===== src/rtl/seg7_scan_decoder_pkg.sv =====
`default_nettype none
// ============================================================================
// seg7_scan_decoder_pkg : shared segment patterns, numeric codes, FSM states
// Rev 1.0
// ============================================================================
package seg7_scan_decoder_pkg;

    // Active-low g..a patterns, shared with the encoder direction
    localparam logic [6:0] SEG_0     = 7'h40;
    localparam logic [6:0] SEG_1     = 7'h79;
    localparam logic [6:0] SEG_2     = 7'h24;
    localparam logic [6:0] SEG_3     = 7'h30;
    localparam logic [6:0] SEG_4     = 7'h19;
    localparam logic [6:0] SEG_5     = 7'h12;
    localparam logic [6:0] SEG_6     = 7'h02;
    localparam logic [6:0] SEG_7     = 7'h78;
    localparam logic [6:0] SEG_8     = 7'h00;
    localparam logic [6:0] SEG_9     = 7'h18;
    localparam logic [6:0] SEG_BLANK = 7'h7F;

    localparam logic [7:0] NUM_BLANK   = 8'd88;
    localparam logic [7:0] NUM_INVALID = 8'd99;

    typedef enum logic [1:0] {
        ST_IDLE  = 2'd0,
        ST_TRACK = 2'd1,
        ST_HOLD  = 2'd2
    } scan_state_t;

endpackage : seg7_scan_decoder_pkg
`default_nettype wire


===== src/rtl/seg7_pattern_decode.sv =====
`default_nettype none
// ============================================================================
// seg7_pattern_decode : active-low 7-segment pattern -> numeric code + known flag
// Rev 1.0
// ============================================================================
module seg7_pattern_decode
    import seg7_scan_decoder_pkg::*;
(
    input  logic [6:0] seg,
    output logic [7:0] num,
    output logic       known
);

    always_comb begin
        num   = NUM_INVALID;
        known = 1'b1;
        case (seg)
            SEG_0:     num = 8'd0;
            SEG_1:     num = 8'd1;
            SEG_2:     num = 8'd2;
            SEG_3:     num = 8'd3;
            SEG_4:     num = 8'd4;
            SEG_5:     num = 8'd5;
            SEG_6:     num = 8'd6;
            SEG_7:     num = 8'd7;
            SEG_8:     num = 8'd8;
            SEG_9:     num = 8'd9;
            SEG_BLANK: num = NUM_BLANK;
            default: begin
                num   = NUM_INVALID;
                known = 1'b0;
            end
        endcase
    end

endmodule : seg7_pattern_decode
`default_nettype wire


===== src/rtl/seg7_scan_decoder.sv =====
`default_nettype none
// ============================================================================
// seg7_scan_decoder : debounces a multiplexed active-low 7-segment bus and
//                     recovers one decoded value plus decimal point per digit
// Rev 1.0
// ============================================================================
module seg7_scan_decoder
    import seg7_scan_decoder_pkg::*;
#(
    parameter int N_DIGITS      = 6,
    parameter int STABLE_CYCLES = 4
) (
    input  logic                  CLK,
    input  logic                  RESET_N,
    input  logic [7:0]            HEX,
    input  logic [N_DIGITS-1:0]   DIG_SEL,
    input  logic                  ERR_CLR,
    output logic [8*N_DIGITS-1:0] NUM_OUT,
    output logic [N_DIGITS-1:0]   DP_OUT,
    output logic                  UPD,
    output logic [2:0]            UPD_IDX,
    output logic                  ERR_SEG,
    output logic                  ERR_SEL
);

    localparam int CNT_W = $clog2(STABLE_CYCLES + 1);
    localparam int SMP_W = N_DIGITS + 8;
    localparam logic [SMP_W-1:0] SAMPLE_RST = {{N_DIGITS{1'b0}}, 8'hFF};
    localparam logic [CNT_W-1:0] CNT_MAX    = CNT_W'(STABLE_CYCLES);

    logic [SMP_W-1:0]             sync1, sync2, prev;
    logic [CNT_W-1:0]             cnt, cnt_next;
    scan_state_t                  state;
    logic [N_DIGITS-1:0][7:0]     slots;
    logic [N_DIGITS-1:0]          dp_q;

    logic [N_DIGITS-1:0] sel;
    logic [7:0]          hex_s;
    logic                sel_multi, one_hot, changed, commit, differs;
    logic [2:0]          slot_idx;
    logic [7:0]          dec_num;
    logic                dec_known;
    logic                dp_new;

    assign sel       = sync2[SMP_W-1:8];
    assign hex_s     = sync2[7:0];
    assign sel_multi = (sel & (sel - N_DIGITS'(1))) != '0;
    assign one_hot   = (|sel) && !sel_multi;
    assign changed   = (sync2 != prev);
    assign dp_new    = ~hex_s[7];

    always_comb begin
        cnt_next = cnt;
        if (changed || !one_hot) begin
            cnt_next = '0;
        end else if (cnt != CNT_MAX) begin
            cnt_next = cnt + CNT_W'(1);
        end
    end

    // Commit fires exactly once per stable run, on the edge the count saturates
    assign commit = (state == ST_TRACK) && one_hot && !changed && (cnt_next == CNT_MAX);

    always_comb begin
        slot_idx = '0;
        for (int i = 0; i < N_DIGITS; i++) begin
            if (sel[i]) begin
                slot_idx = 3'(i);
            end
        end
    end

    seg7_pattern_decode u_decode (
        .seg   (hex_s[6:0]),
        .num   (dec_num),
        .known (dec_known)
    );

    assign differs = (slots[slot_idx] != dec_num) || (dp_q[slot_idx] != dp_new);

    always_ff @(posedge CLK or negedge RESET_N) begin
        if (!RESET_N) begin
            sync1   <= SAMPLE_RST;
            sync2   <= SAMPLE_RST;
            prev    <= SAMPLE_RST;
            cnt     <= '0;
            state   <= ST_IDLE;
            slots   <= {N_DIGITS{NUM_BLANK}};
            dp_q    <= '0;
            UPD     <= 1'b0;
            UPD_IDX <= '0;
            ERR_SEG <= 1'b0;
            ERR_SEL <= 1'b0;
        end else begin
            sync1 <= {DIG_SEL, HEX};
            sync2 <= sync1;
            prev  <= sync2;
            cnt   <= cnt_next;
            UPD   <= 1'b0;

            case (state)
                ST_IDLE: begin
                    if (one_hot) state <= ST_TRACK;
                end
                ST_TRACK: begin
                    if (!one_hot)    state <= ST_IDLE;
                    else if (commit) state <= ST_HOLD;
                end
                ST_HOLD: begin
                    if (changed) state <= one_hot ? ST_TRACK : ST_IDLE;
                end
                default: state <= ST_IDLE;
            endcase

            if (commit && differs) begin
                slots[slot_idx] <= dec_num;
                dp_q[slot_idx]  <= dp_new;
                UPD             <= 1'b1;
                UPD_IDX         <= slot_idx;
            end

            // A new error in the same cycle as ERR_CLR keeps the flag set
            ERR_SEG <= (commit && !dec_known) || (ERR_SEG && !ERR_CLR);
            ERR_SEL <= sel_multi || (ERR_SEL && !ERR_CLR);
        end
    end

    assign NUM_OUT = slots;
    assign DP_OUT  = dp_q;

endmodule : seg7_scan_decoder
`default_nettype wire

===== config.mk =====
export PLATFORM = sky130hd
export DESIGN_NAME = seg7_scan_decoder
export DESIGN_NICKNAME = d
export VERILOG_FILES = /design/src/rtl/seg7_scan_decoder_pkg.sv /design/src/rtl/seg7_pattern_decode.sv /design/src/rtl/seg7_scan_decoder.sv
export SDC_FILE = /design/constraint.sdc
export NUM_CORES = 1
export LEC_CHECK = 0
export BUFFER_PORTS_ARGS = -buffer_cell sky130_fd_sc_hd__clkbuf_2
export CORE_UTILIZATION = 53
export CTS_BUF_LIST = sky130_fd_sc_hd__clkbuf_8
export CTS_CLUSTER_SIZE = 40
export DETAILED_ROUTE_END_ITERATION = 12
export PLACE_DENSITY_LB_ADDON = 0.08
export SYNTH_ARGS = -nofsm -noshare
export SYNTH_HDL_FRONTEND = slang
export SYNTH_SLANG_ARGS = --single-unit

===== constraint.sdc =====
create_clock -name CLK -period 3.35 [get_ports CLK]
set_clock_uncertainty 0.05 [all_clocks]
set_input_delay 0.5025 -clock CLK [delete_from_list [all_inputs] [get_ports CLK]]
set_output_delay 0.5025 -clock CLK [all_outputs]
set_load 0.01 [all_outputs]

==> summary by stage, run 1 <==
Drt
The post-detailed-route DRC marker count is 0. The initial detailed-routing violation count is 171. The routed layout has 3277 vias. After detailed routing, the number of vias per cell comes to 5.709. Dividing the detail-routed wire length by the instance count gives 18.59 um.

The number of antenna-violating nets in the routed design is 0. Summed over all layers, the routed wires come to roughly 11 mm. For this run, the detailed router's first-pass iteration total came to 4.

Setup path
The critical path required time is between 3000 and 4000 ps. The launch point of the critical path is sync2[1]. The library cell appearing most often on the critical path is sky130_fd_sc_hd__buf_4. The register-to-register setup slack is 150 ps. On the worst path, the slowest cell contributes a delay of 550 ps.

The count of buffering cells on the critical path with inverters included is 3. The setup path with the least slack is of type reg -> reg. Walking the worst path, the cells encountered are or3b_1 > o31ai_1 > buf_4 > xor2_1 > a2111oi_1 > buf_4 > nand4_1 > buf_4 > nand4_4 > mux2_2. The sort of element at the end of the critical path is a flip-flop. The critical path's slowest cell is sky130_fd_sc_hd__dfstp_2. The critical path startpoint category is a flip-flop. In this run the critical register-to-register path is launched from sync2[1]. STA puts the critical path data arrival time at 3400 ps. The worst-path maximum fanout is 8.

In this design, the largest share of critical-path delay is due to simple AND/OR/NAND/NOR gates.

GRT
The met2 usage is between 30% and 40%. The met1 layer usage reported by global route is roughly a third. The met3 routing resource usage after global routing is under 10%. Entering global routing, the biggest net connects 49 pins. The first-pass GRT wire length is roughly 17 mm. The initial antenna violation count came to 0. The global routing usage summed across all routing layers is 25.02%. The via count of the first global-routing pass is approximately 3.1k. The most used routing layer in global routing is met2.

The remaining global-route overflow is 0.

CTS
The cell at the root of the clock tree is sky130_fd_sc_hd__clkbuf_8. In this run the deepest clock path goes through 2 buffers. Clock tree synthesis inserted a total of 9 buffers. The clock reaches the later pin of the worst-skew pair after about 360 ps. TritonCTS built the clock tree. Hold repair after CTS inserted 0 buffers. The CTS clock-pin slew for the worst setup and hold paths is about 90 ps. The total clock sinks is between 100 and 150. The depth of the CTS H-tree is 3.

Yosys
The xor and xnor fraction of the mapped netlist area is 4.353%. The unique cell type count in the Yosys netlist is between 70 and 80. By area the synthesized netlist is led by sky130_fd_sc_hd__dfrtp_1 32%, sky130_fd_sc_hd__dfstp_2 24%, sky130_fd_sc_hd__mux2_2 12%, sky130_fd_sc_hd__xnor2_1 2.8%, sky130_fd_sc_hd__mux2i_1 1.5%. The post-synthesis sequential element count is 101. The multiplexer area fraction after synthesis is roughly an eighth. Yosys printed 0 warnings. After synthesis the cells add up to roughly 4600 um2.

The post-synthesis simple-gate area fraction is around an eighth. The share of async-settable or async-resettable flops after synthesis is 100.0%. The portion of synthesized cell area occupied by the leading cell type is a little under a third.

Dividing the synthesized area by the synthesized cell count gives about 12 um2. The number of synthesized flops with an enable pin is 0. The post-synthesis sequential area ratio is between 50 and 60%.

In the synthesized netlist, the cells that appear most often are 59 x sky130_fd_sc_hd__dfrtp_1, 48 x sky130_fd_sc_hd__mux2_2, 42 x sky130_fd_sc_hd__dfstp_2. The largest family of logic cells by synthesized area is multiplexers. Synthesis produced a netlist whose cell count is roughly 370.

The synthesized netlist devotes approximately a tenth of its cell area to compound gates. The share of synthesized cell area in full adder, half adder and majority cells is less than 1%. In the synthesized netlist the dominant register cell turns out to be sky130_fd_sc_hd__dfrtp_1.

The cell with the most instances after synthesis is sky130_fd_sc_hd__dfrtp_1. The post-synthesis cell type with the largest combined area is sky130_fd_sc_hd__dfrtp_1.

Placement
After detailed placement, the total cell area comes to around 5200 um2. The number of port buffers is 70. The weighted congestion at the end of routability-driven global placement is between 0.8 and 0.9. Timing analysis after detailed placement gives a worst setup slack of between 100 and 150 ps. The estimated wirelength of the detail-placed design is 7.686 mm.

Finish
The total non-filler cell area in the finished layout is ~5500 um2. The filler cells instantiated in the layout total 666. In the final layout, the share of cells above drive strength 1 is a little under half. Compared with the post-synthesis result, the final layout area differs by 18.79%. At the end of the flow, the number of nets in the layout was between 400 and 500. 0 antenna diodes ended up in the layout.

STA
In the finished design, the share of the clock period the worst path needs comes to about 96%. Setup violations remaining at the end of the flow were counted as 0. Setup repair after global routing left no endpoint under its margin. Based on the critical path, the design can be clocked at up to 312.1 MHz. The final number of max-transition violations came to 0. The transition time of the tightest slew-check pin is just under 600 ps. The worst pin sits at a relative slew slack of about 60%. The tightest hold path in the finished design has a slack of between 70 and 80 ps. The final critical path time including I/O delays and setup is 3204 ps. The hold violation total from the final report was 0. For the final routed database, the setup TNS stands at 0 ps. After layout, the worst setup slack is between 100 and 150 ps.

Die
The number of cell rows is 33. 77 I/O pins were placed. The overall die height is 95.45 um. The area of the die is approximately 9000 um2. The region available for standard cell placement spans ~8300 um2. The die boundary width is about 95 um.

The starting utilization of the core area is 55.49%.

Status
The flow ran to the end, and the final reports show no timing, DRC or antenna violations.

Power
Summed over all cells, the static leakage comes to around 2.6 nW. The total power density per cell area is between 400 and 500 nW/um2. Across the VDD grid, the largest voltage drop is approximately 260 uV.

Worst hold path
The path class of the tightest hold or removal check is in -> async.

Flow run
The reported max-cap violation count is 0.
cells by family (layout without fill, tap and decap cells):
group	after synthesis	after routing
other cells	1	6
mux	55	55
buf+inv	44	136
compound gates	61	61
fa+ha+maj	2	2
flops	101	101
simple gates	85	85
xor+xnor	23	23
per-stage QoR:
| step | std cells | total power, mW | util (%) |
|---|---|---|---|
| floorplan | 377 | 1.396 | - |
| global placement | 557 | 1.466 | 62.62 |
| detailed placement | 557 | 1.469 | 62.62 |
| CTS | 573 | 2.354 | 65.42 |
| global route | 574 | 2.432 | 65.92 |
| finish | 574 | 2.336 | 65.92 |
metal layers:
layer  wire length, um  vias to the layer above
li1                  -                     1506
met1              4673                     1647
met2              5135                      107
met3               666                       17
met4               193                        0
met5                 0                        -
worst paths after layout:
kind	endpoint	cells after the start
max	NUM_OUT[29]	10
min	sync1[8]	1
max reg2reg	NUM_OUT[29]	10
min reg2reg	sync2[13]	0
max in group asynchronous	NUM_OUT[3]	2
min in group CLK	sync1[3]	1
placed cells by master, fill, tap and decap left out, types with 4 or more instances in the layout:
| cell type | instances |
|---|---|
| sky130_fd_sc_hd__clkbuf_8 | 9 |
| sky130_fd_sc_hd__nand3b_1 | 5 |
| sky130_fd_sc_hd__o22ai_1 | 4 |
| sky130_fd_sc_hd__dfstp_2 | 42 |
| sky130_fd_sc_hd__nor2_1 | 11 |
| sky130_fd_sc_hd__mux2i_1 | 7 |
| sky130_fd_sc_hd__nand2b_1 | 4 |
| sky130_fd_sc_hd__nand2_1 | 13 |
| sky130_fd_sc_hd__mux2_2 | 48 |
| sky130_fd_sc_hd__xnor2_1 | 15 |
| sky130_fd_sc_hd__inv_1 | 21 |
| sky130_fd_sc_hd__o21ai_0 | 14 |
| sky130_fd_sc_hd__nor2b_1 | 4 |
| sky130_fd_sc_hd__nor3_1 | 6 |
| sky130_fd_sc_hd__nand3_1 | 4 |
| sky130_fd_sc_hd__conb_1 | 6 |
| sky130_fd_sc_hd__xor2_1 | 8 |
| sky130_fd_sc_hd__buf_4 | 32 |
| sky130_fd_sc_hd__a21oi_1 | 8 |
| sky130_fd_sc_hd__dfrtp_1 | 59 |
| sky130_fd_sc_hd__nand4_1 | 5 |
| sky130_fd_sc_hd__clkbuf_2 | 69 |
cell type report:
class	instances	area [um2]	share of cell area, %
Tap cell	105	131.4	2.390
Inverter	19	71.32	1.297
Clock buffer	9	123.9	2.253
Timing Repair Buffer	101	585.6	10.65
Clock inverter	7	110.1	2.003
Multi-Input combinational cell	232	1896	34.48
Sequential cell	101	2580	46.93
sequential cells by signal, summed over array words and instances, names as in the netlist:
register / flops
DP_OUT: 6
UPD: 1
state: 2
sync2: 14
ERR_SEG: 1
ERR_SEL: 1
prev: 14
cnt: 3
UPD_IDX: 3
sync1: 14
NUM_OUT: 42
power breakdown:
part | switching, mW | total (mW) | internal (mW)
sequential | 0.0311 | 1.29 | 1.26
clock | 0.396 | 0.887 | 0.491
combinational | 0.0954 | 0.159 | 0.0636
total | 0.523 | 2.34 | 1.81
worst reg2reg max path, stage by stage, from the launching register on:
cell and delay [ps]:
sky130_fd_sc_hd__dfstp_2 550, sky130_fd_sc_hd__or3b_1 410, sky130_fd_sc_hd__o31ai_1 270, sky130_fd_sc_hd__buf_4 230, sky130_fd_sc_hd__xor2_1 90, sky130_fd_sc_hd__a2111oi_1 390, sky130_fd_sc_hd__buf_4 180, sky130_fd_sc_hd__nand4_1 160
sky130_fd_sc_hd__buf_4 220, sky130_fd_sc_hd__nand4_4 180, sky130_fd_sc_hd__mux2_2 360
timing repair:
action / in CTS / in global routing
resized for setup: 0 / 5
buffers inserted: 0 / 1
endpoints found under the setup margin: 0 / 28
(Power assumes the default switching activity.)
==> inputs of run 2 (changes only) <==
ABC_AREA = 1   (was default)
CORE_MARGIN = 8   (was default)
CTS_CLUSTER_SIZE = default   (was 40)
==> run 2 against run 1 <==
Count of clock-buffer cells in the layout is the same. Global-route usage shrank 4.4 points. Total power shrank 6.5%. Utilization shrank 5.0 points. Synthesized cell count grew 61%. Sequential power is essentially flat. Final area grew 1.9%. Setup slack gained 220 ps. Register-to-register slack gained 220 ps. Hold slack lost 59 ps. First-iteration DRC count grew 110%.
==> summary by stage, run 2 <==
CTS
In this run, post-CTS hold repair placed 0 buffers. After clock tree synthesis, the setup repair step added 0 buffers. TritonCTS built the clock tree.

The longest clock path from root to sink contains 2 buffers. Post-CTS repair changed the size of 0 cells. The cell at the root of the clock tree is sky130_fd_sc_hd__clkbuf_8. The TritonCTS buffer count is 9. After clock tree synthesis, the clock-pin slew on the worst setup and hold paths is 110 ps. The depth of the CTS H-tree is 3. The clock insertion delay at the later pin of the skew report is between 300 and 400 ps. The total clock sinks is a little over 100.

Drt
The total wirelength of the detailed-routed design is about 13 mm. In the final routed layout, each cell accounts on average for 16.32 um. Before antenna repair, the detailed router went through 5 iterations. The detailed router finished its first iteration with between 300 and 400 violations. The number of antenna-violating nets in the routed design is 0. The post-detailed-route DRC marker count is 0. The number of vias per cell after detailed routing is ~5.5. The number of vias after detailed routing is 4316.

Die
The floorplan has 35 rows. The core area is roughly 9000 um2. The initial utilization of the core area, before any placement, comes to a little over half.

The die covers ~13000 um2. The I/O pin count is between 70 and 80. The die boundary width is around 110 um. The overall die height is approximately 110 um.

Placement
At the end of routability-driven placement, the weighted congestion stood at approximately 0.90. The worst setup timing slack at the placement stage is approximately 260 ps. The count of buffers added on input and output ports is 70. The HPWL after detailed placement is approximately 9.4 mm.

STA
The number of setup violations in the final report is 0. Across all setup checks in the final design, the least slack found is 369.2 ps. The hold violation total from the final report came to 0. The worst hold margin is about 16 ps.

Measured against its own limit, the worst slew margin works out to 60.95%. The transition time of the tightest slew-check pin is ~590 ps. The final number of max-transition violations is 0. Setup repair after global routing left no endpoint under its margin. The final critical path time including I/O delays and setup is approximately 3000 ps. Derived from the worst setup path, the maximum achievable clock frequency is between 300 and 400 MHz.

The period utilization is roughly nine tenths. The post-route setup TNS is 0 ps.

Yosys
Among all cell types in the netlist, the one instantiated most often is sky130_fd_sc_hd__nand2_1. The number of warnings reported in the yosys synthesis log is 0. In this run, synthesis produced a sequential element count of between 100 and 150.

A synthesized cell averages 8.380 um2. The post-synthesis cell type with the largest combined area is sky130_fd_sc_hd__dfrtp_1. The number of synthesized flops with an enable pin is 0.

The share of async-settable or async-resettable flops after synthesis is between 90% and 100%. After synthesis, the netlist uses 36 different library cells. Sequential elements use between 50% and 60% of the synthesized area. The number of cells produced by synthesis is around 600. The share of synthesized area in the top cell type comes to slightly below 30%. After synthesis, the cell types taking the most area are sky130_fd_sc_hd__dfrtp_1 29%, sky130_fd_sc_hd__dfstp_2 22%, sky130_fd_sc_hd__nand2_1 16%, sky130_fd_sc_hd__nand4_1 6.7%, sky130_fd_sc_hd__nand3_1 4.3%. In the synthesized netlist the dominant register cell turns out to be sky130_fd_sc_hd__dfrtp_1. The commonest cells after synthesis are 210 x sky130_fd_sc_hd__nand2_1, 59 x sky130_fd_sc_hd__dfrtp_1, 54 x sky130_fd_sc_hd__nand4_1.

Summing every instance area after synthesis gives 5020 um2.

GRT
Global routing used 20.60% of the available tracks across all layers. The first-pass GRT wire length is 21.02 mm. The initial antenna violation count was 0. The via count of the first global-routing pass was just over 4k. Global routing finished with a remaining overflow of 0. The pin count of the biggest net entering global routing is 39.

Flow run
The reported max-cap violation count is 0.

Setup path
At the worst endpoint, the required time is around 3600 ps. The critical path's slowest cell is sky130_fd_sc_hd__dfrtp_1. In this run the register-to-register setup slack is approximately 370 ps. Along the worst path, the maximum fanout reaches 13. The reg-to-reg endpoint is NUM_OUT[9]. The startpoint identified for the worst register-to-register timing path is sync2[12]. Traced cell by cell, the critical path runs through nor2_4 > nand2_1 > clkinv_2 > nand2_1 > nand2_1 > o211ai_1 > inv_2 > nand2_2 > nor2_4 > nand4_2 > nor2_4 > nand3_1 > nand2_1 > nand2_1. For the worst flop-to-flop path, the logic depth is 14. The worst setup path is captured at a flip-flop.

For the worst setup path, the data arrival time is between 3000 and 4000 ps. The library cell appearing most often on the critical path is sky130_fd_sc_hd__nand2_1. The classification of the worst setup path is reg -> reg.

On the worst path, the slowest cell contributes a delay of approximately 480 ps. STA classifies the critical path startpoint as a flip-flop.

Finish
The flip-flop count of the largest register after layout is 42. The number of antenna cells inserted is 0. Leaving out fill and tap cells, the most frequent cell in the layout is sky130_fd_sc_hd__nand2_1.

The fraction of final layout cells with drive strength greater than 1 is 27.29%. After filler insertion, the fill cell instance count of the layout stands at between 800 and 900. The area overhead of the layout relative to synthesis is 11.57%. The number of nets in the layout is 692. In the layout the commonest cells are 210 x sky130_fd_sc_hd__nand2_1, 69 x sky130_fd_sc_hd__clkbuf_2, 59 x sky130_fd_sc_hd__dfrtp_1.

Worst hold path
The path class of the tightest hold or removal check is in -> async.

Power
Summed over all cells, the static leakage comes to 2.951 nW. IR analysis of the VDD net gives a maximum drop of between 200 and 250 uV. Power spread over the standard cell area amounts to a little under 400 nW/um2.

Status
The run finished with clean final reports.
[run 2: layout make-up]
cell class	count	area (um2)	area share, %
Clock inverter	7	58.81	1.050
Tap cell	111	138.9	2.480
Clock buffer	9	123.9	2.212
Timing Repair Buffer	82	442.9	7.909
Inverter	56	211.5	3.776
Sequential cell	101	2580	46.07
Multi-Input combinational cell	423	2044	36.51
[run 2: cells by family (layout without fill, tap and decap cells)]
kind of cell,after synthesis,after routing,share of synthesized area [%]
buffers and inverters,81,154,8.474
XOR/XNOR,7,7,1.221
AND/OR/NAND/NOR,386,387,36.09
AO/OA/AOI/OAI,21,21,2.243
other,1,6,0.07470
adder cells (fa/ha/maj),2,2,0.4984
flip-flops,101,101,51.40
[run 2: metal layers]
metal / part of all wire [%] / global-route usage (%)
met1: 45 / 29.15
met3: 8.2 / 5.165
met4: 1.2 / 6.039
met2: 45 / 30.40
met5: 0 / 0
[run 2: worst max-delay path, delay by kind of cell, from the launching register on]
kind                   cells  cell delay, ps
AND/OR/NAND/NOR           11            2020
buffers and inverters      2             230
flip-flops                 1             480
AO/OA/AOI/OAI              1              90
[run 2: per-stage QoR]
stage	util [%]	std cells	power (mW)	instance area, um2
2_1_floorplan	-	604	1.413	5039
5_1_grt	60.90	789	2.284	5600
4_1_cts	60.78	788	2.208	5589
3_5_place_dp	58.79	772	1.477	5406
3_3_place_gp	58.79	772	1.470	5406
6_report	60.90	789	2.184	5600
[run 2: power by group]
| part | switching (mW) | internal (mW) | total, mW | leakage, nW |
|---|---|---|---|---|
| Combinational | 0.124 | 0.0520 | 0.176 | 1.64 |
| Clock | 0.444 | 0.284 | 0.728 | 0.0994 |
| Sequential | 0.0211 | 1.26 | 1.28 | 1.22 |
[run 2: worst max path at each step]
stage          startpoint         end  slack (ps)  cells past startpoint
2_1_floorplan    sync2[1]   DP_OUT[3]        1200                     17
3_3_place_gp     sync2[9]  NUM_OUT[9]         420                     14
3_5_place_dp    sync2[10]  NUM_OUT[9]         260                     15
4_1_cts         sync2[10]  NUM_OUT[9]         220                     15
5_1_grt          sync2[4]  NUM_OUT[9]          80                     13
6_report        sync2[12]  NUM_OUT[9]         370                     14
